**config.mk**
```make
export PLATFORM = sky130hd
export DESIGN_NAME = vga_scan_timing
export DESIGN_NICKNAME = d
export VERILOG_FILES = /design/src/rtl/vga_timing_pkg.sv /design/src/rtl/vga_pixel_delay.sv /design/src/rtl/vga_scan_timing.sv
export SDC_FILE = /design/constraint.sdc
export NUM_CORES = 1
export LEC_CHECK = 0
export CORE_UTILIZATION = 50
export CTS_CLUSTER_SIZE = 25
export DETAILED_ROUTE_END_ITERATION = 7
export DONT_BUFFER_PORTS = 1
export PLACE_DENSITY = 0.68
export SETUP_SLACK_MARGIN = 0.3
export SLEW_MARGIN = 20
export SYNTH_ARGS = -nofsm -noshare
export SYNTH_HDL_FRONTEND = slang
export SYNTH_SLANG_ARGS = --single-unit
```
**constraint.sdc**
```tcl
create_clock -name clk -period 2.45 [get_ports clk]
set_input_delay 0.245 -clock clk [delete_from_list [all_inputs] [get_ports clk]]
set_output_delay 0.245 -clock clk [all_outputs]
set_load 0.02 [all_outputs]
```
**src/rtl/vga_timing_pkg.sv**
```systemverilog
// vga_timing_pkg: default 640x480@60 timing constants, sync windows and pixel pipeline types
package vga_timing_pkg;

    localparam int H_ACTIVE_DEF = 640;
    localparam int H_FP_DEF     = 16;
    localparam int H_SYNC_DEF   = 96;
    localparam int H_BP_DEF     = 48;
    localparam int V_ACTIVE_DEF = 480;
    localparam int V_FP_DEF     = 10;
    localparam int V_SYNC_DEF   = 2;
    localparam int V_BP_DEF     = 33;

    localparam int H_TOTAL_DEF  = H_ACTIVE_DEF + H_FP_DEF + H_SYNC_DEF + H_BP_DEF;
    localparam int V_TOTAL_DEF  = V_ACTIVE_DEF + V_FP_DEF + V_SYNC_DEF + V_BP_DEF;

    localparam int HS_START_DEF = H_ACTIVE_DEF + H_FP_DEF;
    localparam int HS_END_DEF   = HS_START_DEF + H_SYNC_DEF;
    localparam int VS_START_DEF = V_ACTIVE_DEF + V_FP_DEF;
    localparam int VS_END_DEF   = VS_START_DEF + V_SYNC_DEF;

    typedef struct packed {
        logic [7:0] r;
        logic [7:0] g;
        logic [7:0] b;
    } rgb_t;

    // One pixel's worth of pin state, carried through the delay pipeline together
    typedef struct packed {
        rgb_t rgb;
        logic hs;
        logic vs;
        logic active;
    } pix_t;

    // Half-open window test [lo, hi) on a 10-bit scan counter
    function automatic logic in_window(input logic [9:0] v, input int lo, input int hi);
        return (int'(v) >= lo) && (int'(v) < hi);
    endfunction

endpackage

```
**src/rtl/vga_pixel_delay.sv**
```systemverilog
// vga_pixel_delay: tick-enabled DEPTH-stage shift register with an async reset value
module vga_pixel_delay #(
    parameter int             W       = 3,
    parameter int             DEPTH   = 1,
    parameter logic [W-1:0]   RST_VAL = '0
) (
    input  logic         clk,
    input  logic         rst_n,
    input  logic         en,
    input  logic [W-1:0] d,
    output logic [W-1:0] q
);

    logic [W-1:0] stage [DEPTH];

    for (genvar i = 0; i < DEPTH; i++) begin : g_stage
        if (i == 0) begin : g_first
            // First stage samples the raw pixel state on each tick
            always_ff @(posedge clk or negedge rst_n)
                if (!rst_n)
                    stage[i] <= RST_VAL;
                else if (en)
                    stage[i] <= d;
        end else begin : g_rest
            // Later stages shift the previous stage along on each tick
            always_ff @(posedge clk or negedge rst_n)
                if (!rst_n)
                    stage[i] <= RST_VAL;
                else if (en)
                    stage[i] <= stage[i-1];
        end
    end

    assign q = stage[DEPTH-1];

endmodule

```
**src/rtl/vga_scan_timing.sv**
```systemverilog
// vga_scan_timing: VGA scan counters, coordinate issue and pin-aligned colour/sync output
module vga_scan_timing
    import vga_timing_pkg::*;
#(
    parameter int CLK_DIV  = 2,
    parameter int H_ACTIVE = H_ACTIVE_DEF,
    parameter int H_FP     = H_FP_DEF,
    parameter int H_SYNC   = H_SYNC_DEF,
    parameter int H_BP     = H_BP_DEF,
    parameter int V_ACTIVE = V_ACTIVE_DEF,
    parameter int V_FP     = V_FP_DEF,
    parameter int V_SYNC   = V_SYNC_DEF,
    parameter int V_BP     = V_BP_DEF,
    parameter int PIPE_DLY = 1
) (
    input  logic        clk,
    input  logic        rst_n,
    output logic [9:0]  xPixel,
    output logic [8:0]  yPixel,
    input  logic [7:0]  VGAr_in,
    input  logic [7:0]  VGAg_in,
    input  logic [7:0]  VGAb_in,
    output logic [7:0]  VGA_R,
    output logic [7:0]  VGA_G,
    output logic [7:0]  VGA_B,
    output logic        VGA_HS,
    output logic        VGA_VS,
    output logic        VGA_BLANK_N,
    output logic        VGA_SYNC_N,
    output logic        VGA_CLK,
    output logic        frame_start,
    output logic [15:0] frame_count
);

    localparam int H_TOTAL  = H_ACTIVE + H_FP + H_SYNC + H_BP;
    localparam int V_TOTAL  = V_ACTIVE + V_FP + V_SYNC + V_BP;
    localparam int HS_START = H_ACTIVE + H_FP;
    localparam int HS_END   = HS_START + H_SYNC;
    localparam int VS_START = V_ACTIVE + V_FP;
    localparam int VS_END   = VS_START + V_SYNC;
    localparam int DW       = $clog2(CLK_DIV);

    localparam logic [DW-1:0] DIV_LAST = DW'(CLK_DIV - 1);
    localparam logic [DW-1:0] DIV_HALF = DW'(CLK_DIV / 2);
    localparam logic [9:0]    H_LAST   = 10'(H_TOTAL - 1);
    localparam logic [9:0]    V_LAST   = 10'(V_TOTAL - 1);
    localparam pix_t          PIX_IDLE = '{rgb: '0, hs: 1'b1, vs: 1'b1, active: 1'b0};

    logic [DW-1:0] div;
    logic [9:0]    hcount;
    logic [9:0]    vcount;
    logic          pix_tick;
    logic          h_wrap;
    logic          v_wrap;
    logic          frame_wrap;
    logic          active;
    rgb_t          rgb_in;
    pix_t          pix_raw;
    pix_t          pix_out;

    assign pix_tick   = div == DIV_LAST;
    assign h_wrap     = hcount == H_LAST;
    assign v_wrap     = vcount == V_LAST;
    assign frame_wrap = pix_tick && h_wrap && v_wrap;
    assign active     = (hcount < 10'(H_ACTIVE)) && (vcount < 10'(V_ACTIVE));

    // System-clock divider producing one pixel tick every CLK_DIV clocks
    always_ff @(posedge clk or negedge rst_n)
        if (!rst_n)
            div <= '0;
        else
            div <= pix_tick ? '0 : div + 1'b1;

    // Horizontal and vertical scan counters, both advancing on pixel ticks
    always_ff @(posedge clk or negedge rst_n)
        if (!rst_n) begin
            hcount <= '0;
            vcount <= '0;
        end else if (pix_tick) begin
            hcount <= h_wrap ? '0 : hcount + 10'd1;
            if (h_wrap)
                vcount <= v_wrap ? '0 : vcount + 10'd1;
        end

    // Frame housekeeping: pulse and count on every return to (0,0)
    always_ff @(posedge clk or negedge rst_n)
        if (!rst_n) begin
            frame_start <= 1'b0;
            frame_count <= '0;
        end else begin
            frame_start <= frame_wrap;
            frame_count <= frame_count + 16'(frame_wrap);
        end

    // Raw pin state for the current coordinate; the controller's colour is gated
    // at entry so blanked pixels travel down the pipe as black
    always_comb begin
        rgb_in         = '{r: VGAr_in, g: VGAg_in, b: VGAb_in};
        pix_raw.rgb    = active ? rgb_in : '0;
        pix_raw.hs     = !in_window(hcount, HS_START, HS_END);
        pix_raw.vs     = !in_window(vcount, VS_START, VS_END);
        pix_raw.active = active;
    end

    vga_pixel_delay #(
        .W       ($bits(pix_t)),
        .DEPTH   (PIPE_DLY),
        .RST_VAL (PIX_IDLE)
    ) u_delay (
        .clk   (clk),
        .rst_n (rst_n),
        .en    (pix_tick),
        .d     (pix_raw),
        .q     (pix_out)
    );

    assign xPixel      = active ? hcount : '0;
    assign yPixel      = active ? vcount[8:0] : '0;
    assign VGA_R       = pix_out.rgb.r;
    assign VGA_G       = pix_out.rgb.g;
    assign VGA_B       = pix_out.rgb.b;
    assign VGA_HS      = pix_out.hs;
    assign VGA_VS      = pix_out.vs;
    assign VGA_BLANK_N = pix_out.active;
    assign VGA_SYNC_N  = 1'b0;
    assign VGA_CLK     = div >= DIV_HALF;

endmodule

```
==> run summary, run 1 <==
======================================================================================
Hold crit path type                                                       input pin to flop
Area growth, synth to finish                                                    23.31%
Share of total power in sequential cells                                         0.495
Number of cell instances on the worst register-to-register path                      9
Number of buffers between clock root and the deepest sink                            2
Largest net degree at the start of global routing                                   66
Net Sw Power                                                                 0.4811 mW
Part of the total power dissipated in combinational logic                        0.020
Number of CTS-inserted buffers                                                       9
Number of cells in the design after placement                                      353
Width of the chip                                                             79.19 um
Number of violations of the max-capacitance limit                                    0
Fillers                                                                            460
Crit-path leading delay family                                            simple AND/OR/NAND/NOR gates
Number of endpoints with negative hold slack in the final report                     0
RSZ-0062 raised after global routing                                               yes
Peak VDD IR                                                                0.0004590 V
Launch point of the worst reg-to-reg path                                    hcount[0]
# setup viols final                                                                  0
Die height                                                                    79.19 um
GRT overflow                                                                         0
First-pass GRT wire length                                                   10,920 um
Critical path arrival                                                          2450 ps
Critical path buffer and inverter count                                              0
DR vias                                                                          2,220
Largest stage delay, worst path                                                 430 ps
Category of the worst setup path launch point                                     flop
Highest-delay cell along the critical path                                       or3_4
Part of the total power dissipated in the clock network                          0.485
Mapped Cells                                                                       280
Post-detailed-placement half-perimeter wirelength                              4155 um
Detailed-route vias per instance                                                 5.707
Number of sinks on the clock net                                                    65
Final critical-path share of the clock period                                   0.9095
Worst min-delay path endpoint                                             u_delay.q[18]
Clock Root Buffer                                                             clkbuf_8
Cell area after synthesis                                                     2979 um2
Count of pins over their slew limit                                                  0
Portion of the post-synthesis area used by sequential elements                  0.5468
Placeable core region                                                         5608 um2
Skew-Pair Late Insertion Delay                                                  340 ps
Row count                                                                           27
Final non-filler cell total                                                        389
Final wirelength                                                               6801 um
Total Power Consumption                                                       2.292 mW
Net count of the finished layout                                                   345
Number of antenna violations at the first check in global routing                    0
Starting utilization of the core area                                           0.5312
Quantity of I/O buffers inserted on ports                                            0
Maximum clock frequency                                                      448.8 MHz
Library cell appearing most often on the critical path                            ha_4
CP Max Fanout                                                                        3
Combined global-route utilization of all metal layers                           0.2326
CTS tree                                                                         built
Multi-input logic area                                                        1414 um2
Number of global-route vias before repair                                        2,205
Gp weighted congestion                                                          0.7829
Crit end category                                                                 flop
Avg WL per Cell                                                               17.48 um
Antenna diodes                                                                       0
Starting DRC count in detailed routing                                             126
Clock-pin slew on the worst setup and hold paths                                 70 ps
Minimum clock period                                                           2228 ps
CP required                                                                    2670 ps
Flip-flop and latch count after synthesis                                           65
Fin Setup TNS                                                                     0 ps
Cell-internal power                                                           1.810 mW
Residual DRC count                                                                   0
Worst hold stages                                                                    2
Worst Path Class, Setup                                                   flop to flop
Post-route ant nets                                                                  0
Critical Path, Cell by Cell                                               ha_4, nand4bb_4, or3_4, nor2_4, ha_4, nand2_4, nor4_4, nand3_1, xnor2_1
Result of the run                                                         complete, no violations
Worst hold path startpoint                                                  VGAg_in[7]
Final worst clock skew                                                        8.561 ps
Worst reg-to-reg setup slack                                                    220 ps
Leak Pwr                                                                      1.702 nW
Number of warnings issued by yosys                                                   0
Die Area                                                                      6271 um2
Power Density                                                             623.8 nW/um2
Number of distinct standard cells referenced by the synthesized netlist             38
Synth Area per Inst                                                          10.64 um2
Ports placed on the boundary                                                        91
Switching fraction of total power                                               0.2100
Seq. cell area                                                                1629 um2
Net count after synthesis                                                          313
Worst R2R End                                                             frame_count[13]
Max H-tree Level                                                                     3
Ratio of cells with drive above 1 in the final layout                           0.2303
First-pass DRT Iterations                                                            4
======================================================================================
## cells by family after synthesis
logic type                 synth area share
other                              0.001259
muxes                               0.01470
and+or+nand+nor                      0.2134
AOI/OAI and AO/OA                   0.09828
buffers and inverters               0.02562
adders and majority gates           0.02940
DFF                                  0.5468
xor gates and xnor gates            0.07056
## per-layer routing
layer	up-vias	part of all wire	wire length, um	track usage
li1	1046	-	-	-
met1	1088	0.44	3001	0.3036
met2	68	0.48	3282	0.3534
met3	18	0.050	341	0.05747
met4	0	0.026	176	0.1291
met5	-	0	0	0
## state kept, by name (all words and copies together) (netlist names)
name / flops
div: 1
frame_count: 16
hcount: 10
u_delay.q: 27
frame_start: 1
vcount: 10
## metrics by stage
| stage | utilization | setup WS (ps) | instance area, um2 | hold WS, ps |
|---|---|---|---|---|
| floorplan | - | 310.9 | 3024 | -50.59 |
| global placement | 0.5638 | 215.6 | 3162 | -49.32 |
| detailed placement | 0.5638 | 175.4 | 3162 | -49.30 |
| CTS | 0.6394 | 313.4 | 3586 | 9.443 |
| global route | 0.6551 | 89.23 | 3674 | 18.81 |
| finish | 0.6551 | 221.7 | 3674 | 27.42 |
## synthesized netlist by cell type
cell       number  area share
or3_4           1      0.0038
nor4_1          4      0.0084
o311ai_0        2      0.0059
and3b_1         1      0.0029
nor2_1         18       0.023
nand4_1         6       0.013
mux2i_1         1      0.0034
mux2_2          3       0.011
conb_1          1      0.0013
and2_2          2      0.0050
inv_1           6      0.0076
xor2_1          9       0.026
xnor2_1        15       0.044
and3_1          5       0.010
o2bb2ai_1      24       0.071
nor3_1          7       0.012
nand3b_1        1      0.0025
o21a_1          1      0.0025
o21ai_0         6       0.010
a21oi_1         3      0.0050
a31oi_1         2      0.0042
ha_1            7       0.029
nand4b_1        1      0.0029
nand3_1        21       0.035
dfrtp_1        63        0.53
dfstp_2         2       0.018
nor4b_1         1      0.0029
nand2_1        37       0.047
clkbuf_1        8       0.010
buf_1           2      0.0025
and4_2          1      0.0034
buf_2           1      0.0017
clkinv_1        1      0.0013
and2_1         13       0.027
or4_1           1      0.0025
buf_4           1      0.0025
and4_1          1      0.0029
nand4bb_4       1      0.0092
## cell type report
cell class,instances,area share
clock buffers,11,0.03849
clock inverters,5,0.02793
inverters,7,0.007153
multi-input cells,196,0.3849
flip-flops and latches,65,0.4435
well taps,72,0.02452
repair buffers,33,0.07357
## worst max path at each step
stage	start	slack (ps)	cells after the start	to
CTS	hcount[1]	310	10	frame_count[10]
finish	hcount[0]	220	9	frame_count[13]
floorplan	vcount[0]	310	11	frame_count[10]
detailed placement	hcount[1]	180	10	frame_count[10]
global route	vcount[1]	90	10	frame_count[13]
global placement	hcount[1]	220	10	frame_count[12]
## cell usage in the layout, fill, tap and decap left out, drive strengths merged, types with 2 or more instances in the layout
| cell | count |
|---|---|
| a21oi | 3 |
| a31oi | 2 |
| and2 | 15 |
| and3 | 5 |
| and4 | 2 |
| buf | 32 |
| bufinv | 3 |
| clkbuf | 11 |
| clkinv | 2 |
| dfrtp | 63 |
| dfstp | 2 |
| ha | 7 |
| inv | 6 |
| mux2 | 3 |
| nand2 | 37 |
| nand3 | 21 |
| nand4 | 6 |
| nor2 | 18 |
| nor3 | 7 |
| nor4 | 4 |
| o21ai | 6 |
| o2bb2ai | 24 |
| o311ai | 2 |
| xnor2 | 15 |
| xor2 | 9 |
## power by group through the flow
stage	Combinational (mW)	Clock (mW)	Sequential, mW
final	0.0467	1.11	1.13
after global routing	0.0562	1.17	1.14
after CTS	0.0491	1.13	1.13
after detailed placement	0.0216	0	1.15
after global placement	0.0197	0	1.15
after floorplan	0.0192	0	1.15
## timing repair
action                                  CTS  global route
endpoints found under the hold margin    65             0
pin swaps                                 7             5
gates cloned                              0             0
endpoints found under the setup margin   26            10
resized for setup                        10             8
setup buffers                            13             5
hold buffers                              2             0
Power figures use the tool's default switching activity.
==> run 2, diff against run 1 <==
PLACE_DENSITY = 0.76   (was 0.68)
==> run 2 against run 1 <==
  * Sequential share of layout area barely moved
  * Cell count fell by 0.51%
  * Critical endpoint is now frame_count[15]
  * Highest routed layer unchanged
  * Utilization barely moved
==> run summary, run 2 (synthesis results as in run 1) <==
================================================================================
Result of the run                                                   complete, no violations
Peak VDD IR                                                          0.0005299 V   +15%
Number of CTS-inserted buffers                                                 9   unchanged
Residual DRC count                                                             0   unchanged
Placeable core region                                                   5608 um2   unchanged
Commonest non-fill, non-tap cell in the layout                           dfrtp_1
Net Sw Power                                                           0.4981 mW   +3.5%
Number of flip-flops in the largest register                                  27   unchanged
Starting utilization of the core area                                     0.5312   unchanged
Worst Path Class, Setup                                             flop to flop
Final critical-path share of the clock period                             0.8847   -0.02486
GRT overflow                                                                   0   unchanged
Largest net degree at the start of global routing                             66   unchanged
Post-detailed-placement half-perimeter wirelength                        4388 um   +5.6%
Die Area                                                                6271 um2   unchanged
Library cell appearing most often on the critical path                      ha_4
Critical path arrival                                                    2390 ps   -60 ps
Seq. cell area                                                          1630 um2   about the same
First-pass DRT Iterations                                                      4   unchanged
Leak Pwr                                                                1.689 nW   -0.78%
Number of global-route vias before repair                                  2,250   +2.0%
Hold crit path type                                                 input pin to flop
Instance area at placement                                              3169 um2   +0.24%
Gp weighted congestion                                                    0.8010   +2.3%
Avg WL per Cell                                                         17.80 um   +1.8%
Number of buffers between clock root and the deepest sink                      2   unchanged
Part of the total power dissipated in the clock network                    0.482   -0.003
Final worst clock skew                                                  9.109 ps   +0.5487 ps
Skew-Pair Late Insertion Delay                                            340 ps   about the same
Measured slew at the worst slew-check pin                               561.7 ps
Net count of the finished layout                                             343   -0.58%
Clock-pin slew on the worst setup and hold paths                           80 ps   about the same
Power Density                                                       620.6 nW/um2   -0.52%
Number of violations of the max-capacitance limit                              0   unchanged
Post-route ant nets                                                            0   unchanged
Count of pins over their slew limit                                            0   unchanged
Part of the total power dissipated in combinational logic                  0.021   about the same
Number of endpoints with negative hold slack in the final report               0   unchanged
Ratio of cells with drive above 1 in the final layout                     0.2381   +0.007811
Row count                                                                     27   unchanged
Clock Root Buffer                                                       clkbuf_8
Worst-case hold slack                                                   24.25 ps   -3.172 ps
Minimum clock period                                                     2167 ps   -60.91 ps
Number of antenna violations at the first check in global routing              0   unchanged
Category of the worst setup path launch point                               flop
Final critical-path setup slack                                         282.6 ps   +60.91 ps
Maximum clock frequency                                                461.4 MHz   +2.8%
DR vias                                                                    2,256   +1.6%
# setup viols final                                                            0   unchanged
Finished layout cell area                                               3676 um2   about the same
CP required                                                              2670 ps   about the same
Ports placed on the boundary                                                  91   unchanged
Top library cells by usage in the layout, fill and taps aside       62 x dfrtp_1, 36 x nand2_1, 28 x buf_4
Quantity of I/O buffers inserted on ports                                      0   unchanged
Detailed-route vias per instance                                           5.829   +2.1%
Switching fraction of total power                                         0.2184   +0.008401
Fin Setup TNS                                                               0 ps   unchanged
Starting DRC count in detailed routing                                       110   -13%
Width of the chip                                                       79.19 um   unchanged
Crit end category                                                           flop
Largest stage delay, worst path                                           420 ps   about the same
RSZ-0062 raised after global routing                                         yes
Combined global-route utilization of all metal layers                     0.2318   -0.0007817
Highest-delay cell along the critical path                                 or3_4
CP Max Fanout                                                                  3   unchanged
Share of total power in sequential cells                                   0.497   +0.002
Core occupancy in the finished layout                                     0.6555   about the same
Cell-internal power                                                     1.783 mW   -1.5%
Number of sinks on the clock net                                              65   unchanged
Relative max-transition margin                                            0.6221
Antenna diodes                                                                 0   unchanged
Max H-tree Level                                                               3   unchanged
CTS tree                                                                   built
Worst setup slack after placement                                       128.6 ps   -46.77 ps
Fillers                                                                      438   -4.8%
Critical Path, Cell by Cell                                         ha_4, nand4bb_4, or3_4, nor2_4, buf_6, ha_4, nand2_4, nor4_4, nand3_1, xnor2_1
Die height                                                              79.19 um   unchanged
First-pass GRT wire length                                             10,900 um   -0.25%
Area growth, synth to finish                                              23.39%   about the same
Final wirelength                                                         6887 um   +1.3%
Multi-input logic area                                                  1425 um2   +0.80%
================================================================================
-- run 2: changes by cell type in the layout (fill, tap and decap cells not counted), sizes merged --
cell	delta
clkinvlp	+1
buf	-2
clkbuf	-2
clkinv	+1
-- run 2: layout make-up --
cell class	instances	area share
clock buffer	9	0.03370
inverter	7	0.007828
multi-input combinational	196	0.3877
tap	72	0.02451
sequential	65	0.4435
timing repair buffer	31	0.07046
clock inverter	7	0.03233
-- run 2: through the flow --
| stage | std cells | total power, mW |
|---|---|---|
| CTS | 383 | 2.301 |
| floorplan | 280 | 1.169 |
| detailed placement | 354 | 1.176 |
| global placement | 354 | 1.174 |
| global route | 387 | 2.367 |
| finish | 387 | 2.281 |
-- run 2: worst paths after layout --
path / slack (ps) / end / startpoint / cells past startpoint
worst max-delay path: 280 / frame_count[15] / hcount[0] / 10
worst min-delay path: 20 / u_delay.q[8] / VGAb_in[5] / 2
worst max register to register: 280 / frame_count[15] / hcount[0] / 10
worst min register to register: 520 / vcount[7] / vcount[7] / 1
max in group asynchronous: 1690 / u_delay.q[2] / rst_n / 2
min in group asynchronous: 430 / frame_count[15] / rst_n / 2
-- run 2: worst max-delay path, delay by kind of cell, from the launching register on --
family        cells  cell delay (ps)
simple gates      6             1080
flops             1              400
fa+ha+maj         2              300
xor+xnor          1              150
buf+inv           1              120
-- run 2: power by group through the flow --
| stage | logic, mW | clock network [mW] | registers (mW) |
|---|---|---|---|
| 2_1_floorplan | 0.0192 | 0 | 1.15 |
| 3_3_place_gp | 0.0196 | 0 | 1.15 |
| 3_5_place_dp | 0.0221 | 0 | 1.15 |
| 4_1_cts | 0.0495 | 1.12 | 1.13 |
| 5_1_grt | 0.0557 | 1.18 | 1.14 |
| 6_report | 0.0476 | 1.10 | 1.13 |
-- run 2: timing repair --
item,4_1_cts,5_1_grt
hold endpoints to repair,65,0
gates resized for setup,9,15
hold buffers,2,0
endpoints found under the setup margin,8,26
pin swaps,6,7
setup buffers,11,4
-- run 2: routing by layer --
layer | global-route usage | wire, um
met4 | 0.1200 | 82
met5 | 0 | 0
met3 | 0.05632 | 337
met2 | 0.3698 | 3414
met1 | 0.2919 | 3053
==> run 3, diff against run 2 <==
ABC_AREA = 1   (was default)
CORE_MARGIN = 3   (was default)
GPL_ROUTABILITY_DRIVEN = 0   (was default)
==> run 3 against run 2 <==
  * Setup slack worse by 19 ps
  * Via count up 10%
  * Utilization decreased by 5.8 points
  * Hold slack worse by 12 ps
  * Design area is 2.0% lower
  * First-iteration DRC count up 34%
  * Area after synthesis grew 6.2%
  * Maximum frequency down 0.89%
  * Sequential power barely moved
  * Combinational power rose by 2%
  * Global-route usage decreased by 3.1 points
  * Power down 8.2%
  * Critical path type unchanged
  * Largest cell class unchanged
  * Largest power group unchanged
  * Highest routed layer unchanged
==> run summary, run 3 <==
======================================================================================
Largest stage delay, worst path                                                 390 ps   -30 ps
Cell area after synthesis                                                     3164 um2   +6.2%
Top post-synthesis cells by count                                         124 x nand2_1, 63 x dfrtp_1, 49 x nor2_1
Category of the worst setup path launch point                                     flop
Max H-tree Level                                                                     3   unchanged
GRT overflow                                                                         0   unchanged
RSZ-0062 raised after global routing                                               yes
Switching fraction of total power                                               0.2445   +0.02618
Leak Pwr                                                                      1.777 nW   +5.2%
Number of violations of the max-capacitance limit                                    0   unchanged
Final worst clock skew                                                        11.19 ps   +2.076 ps
Count of pins over their slew limit                                                  0   unchanged
Critical Path, Cell by Cell                                               ha_2, nand2_2, nor2_4, nand4_4, nor4_4, ha_2, buf_6, nand4_1, nor2_2, nand2_1, xnor2_1
Part of the total power dissipated in combinational logic                        0.023   +0.002
Die height                                                                    85.55 um   +8.0%
CP required                                                                    2660 ps   about the same
Share of the synthesized area in the top cell type                              0.4982   -0.03097
Number of sinks on the clock net                                                    65   unchanged
Post-detailed-placement half-perimeter wirelength                              4619 um   +5.2%
Final critical-path share of the clock period                                   0.8926   +0.007945
Minimum clock period                                                           2187 ps   +19.47 ps
Net count after synthesis                                                          412   +32%
Worst Path Class, Setup                                                   flop to flop
# setup viols final                                                                  0   unchanged
Library cell appearing most often on the critical path                            ha_2
Combined global-route utilization of all metal layers                           0.2007   -0.03117
Clock Root Buffer                                                             clkbuf_8
Ports placed on the boundary                                                        91   unchanged
First-pass GRT wire length                                                   11,670 um   +7.1%
Number of distinct standard cells referenced by the synthesized netlist             30   -21%
Antenna diodes                                                                       0   unchanged
Seq. cell area                                                                1630 um2   unchanged
Fin Setup TNS                                                                     0 ps   unchanged
Residual DRC count                                                                   0   unchanged
Critical path arrival                                                          2400 ps   about the same
Number of endpoints with negative hold slack in the final report                     0   unchanged
Starting DRC count in detailed routing                                             147   +34%
Post-route ant nets                                                                  0   unchanged
Highest-delay cell along the critical path                                     dfrtp_1
Final wirelength                                                               7069 um   +2.6%
Largest net degree at the start of global routing                                   66   unchanged
Number of flip-flops in the largest register                                        27   unchanged
Placeable core region                                                         6026 um2   +7.5%
Fraction of registers with async set/reset                                       1.000   unchanged
Worst-case hold slack                                                         12.72 ps   -11.52 ps
Ranking of synthesized cells by area                                      dfrtp_1 50%, nand2_1 15%, nor2_1 5.8%
Core occupancy in the finished layout                                           0.5976   -0.05792
Number of warnings issued by yosys                                                   0   unchanged
Number of CTS-inserted buffers                                                       9   unchanged
Avg WL per Cell                                                               14.95 um   -16%
Final critical-path setup slack                                               263.1 ps   -19.47 ps
CP Max Fanout                                                                        3   unchanged
First-pass DRT Iterations                                                            4   unchanged
Power Density                                                             581.5 nW/um2   -6.3%
Detailed-route vias per instance                                                 5.264   -9.7%
Mapped Cells                                                                       379   +35%
Worst reg-to-reg setup slack                                                    260 ps   -20 ps
Dominant cell type by area after synthesis                                     dfrtp_1
Row count                                                                           28   +3.7%
DR vias                                                                          2,490   +10%
CTS tree                                                                         built
Net count of the finished layout                                                   426   +24%
Commonest non-fill, non-tap cell in the layout                                 nand2_1
Die Area                                                                      7319 um2   +17%
Portion of the post-synthesis area used by sequential elements                  0.5148   -0.03200
Starting utilization of the core area                                           0.5251   -0.006111
Top library cells by usage in the layout, fill and taps aside             122 x nand2_1, 62 x dfrtp_1, 37 x nor2_1
Ratio of cells with drive above 1 in the final layout                           0.1658   -0.07227
Quantity of I/O buffers inserted on ports                                            0   unchanged
Area growth, synth to finish                                                    13.80%
Net Sw Power                                                                 0.5121 mW   +2.8%
Number of antenna violations at the first check in global routing                    0   unchanged
Crit end category                                                                 flop
Synth Area per Inst                                                          8.349 um2   -22%
Hold crit path type                                                       input pin to flop
Most frequent cell after synthesis                                             nand2_1
Result of the run                                                         complete, no violations
Share of total power in sequential cells                                         0.541   +0.044
Cell-internal power                                                           1.582 mW   -11%
Flip-flop and latch count after synthesis                                           65   unchanged
Count of flip-flops with a built-in enable after synthesis                           0   unchanged
Total Power Consumption                                                       2.094 mW   -8.2%
Width of the chip                                                             85.55 um   +8.0%
Worst setup slack after placement                                             303.0 ps   +174.4 ps
Skew-Pair Late Insertion Delay                                                  340 ps   about the same
Peak VDD IR                                                                0.0003884 V   -27%
Maximum clock frequency                                                      457.3 MHz   -0.89%
Number of buffers between clock root and the deepest sink                            2   unchanged
Clock-pin slew on the worst setup and hold paths                                 80 ps   about the same
Number of global-route vias before repair                                        2,482   +10%
Part of the total power dissipated in the clock network                          0.436   -0.046
Most used flip-flop cell after synthesis                                       dfrtp_1
Multi-input logic area                                                        1399 um2   -1.8%
Fillers                                                                            523   +19%
======================================================================================
## run 3: cells by family after synthesis
logic type,count (synthesis),share of synthesized area
xor gates and xnor gates,16,0.04429
adders and majority gates,7,0.02768
buffers and inverters,49,0.07354
and+or+nand+nor,222,0.3049
AOI/OAI and AO/OA,19,0.03361
other,1,0.001185
DFF,65,0.5148
## run 3: final timing paths
check                                   from              end  cells past startpoint
worst max-delay path               hcount[1]  frame_count[11]                     11
worst min-delay path              VGAb_in[5]     u_delay.q[8]                      2
worst max register to register     hcount[1]  frame_count[11]                     11
worst min register to register  u_delay.q[1]     u_delay.q[1]                      2
max in group asynchronous              rst_n     u_delay.q[2]                      2
min in group asynchronous              rst_n        vcount[1]                      2
## run 3: routing by layer
| layer | vias to the layer above | wire [um] | track usage |
|---|---|---|---|
| met5 | - | 0 | 0 |
| met3 | 10 | 436 | 0.05956 |
| met2 | 78 | 3385 | 0.3206 |
| met1 | 1196 | 3138 | 0.2572 |
| li1 | 1206 | - | - |
| met4 | 0 | 108 | 0.07914 |
## run 3: what timing repair did
item	in CTS	in global routing
hold endpoints to repair	66	1
hold buffers	3	1
setup endpoints to repair	3	27
pin swaps	0	12
gates resized for setup	5	22
buffers inserted	4	5
## run 3: metrics by stage
step	cells	instance area (um2)
finish	473	3601
global route	473	3601
CTS	467	3471
detailed placement	444	3183
global placement	444	3183
floorplan	379	3168
## run 3: area by class of cell
type                    count  share of cell area
clock buffers              10             0.03544
clock inverters             6             0.01876
inverters                  37             0.03857
multi-input cells         265              0.3885
flip-flops and latches     65              0.4527
well taps                  75             0.02606
repair buffers             15             0.03996
## run 3: worst max-delay path: cells and delay by family, from the launching register on
kind,cells,cell delay [ps]
xor+xnor,1,120
fa+ha+maj,2,450
buf+inv,1,100
flops,1,390
simple gates,7,1020
## run 3: power by group through the flow
stage          clock network, mW  logic, mW  registers (mW)
2_1_floorplan                  0     0.0175            1.15
3_3_place_gp                   0     0.0176            1.15
3_5_place_dp                   0     0.0194            1.15
4_1_cts                    0.925     0.0484            1.13
5_1_grt                    0.967     0.0569            1.13
6_report                   0.913     0.0484            1.13
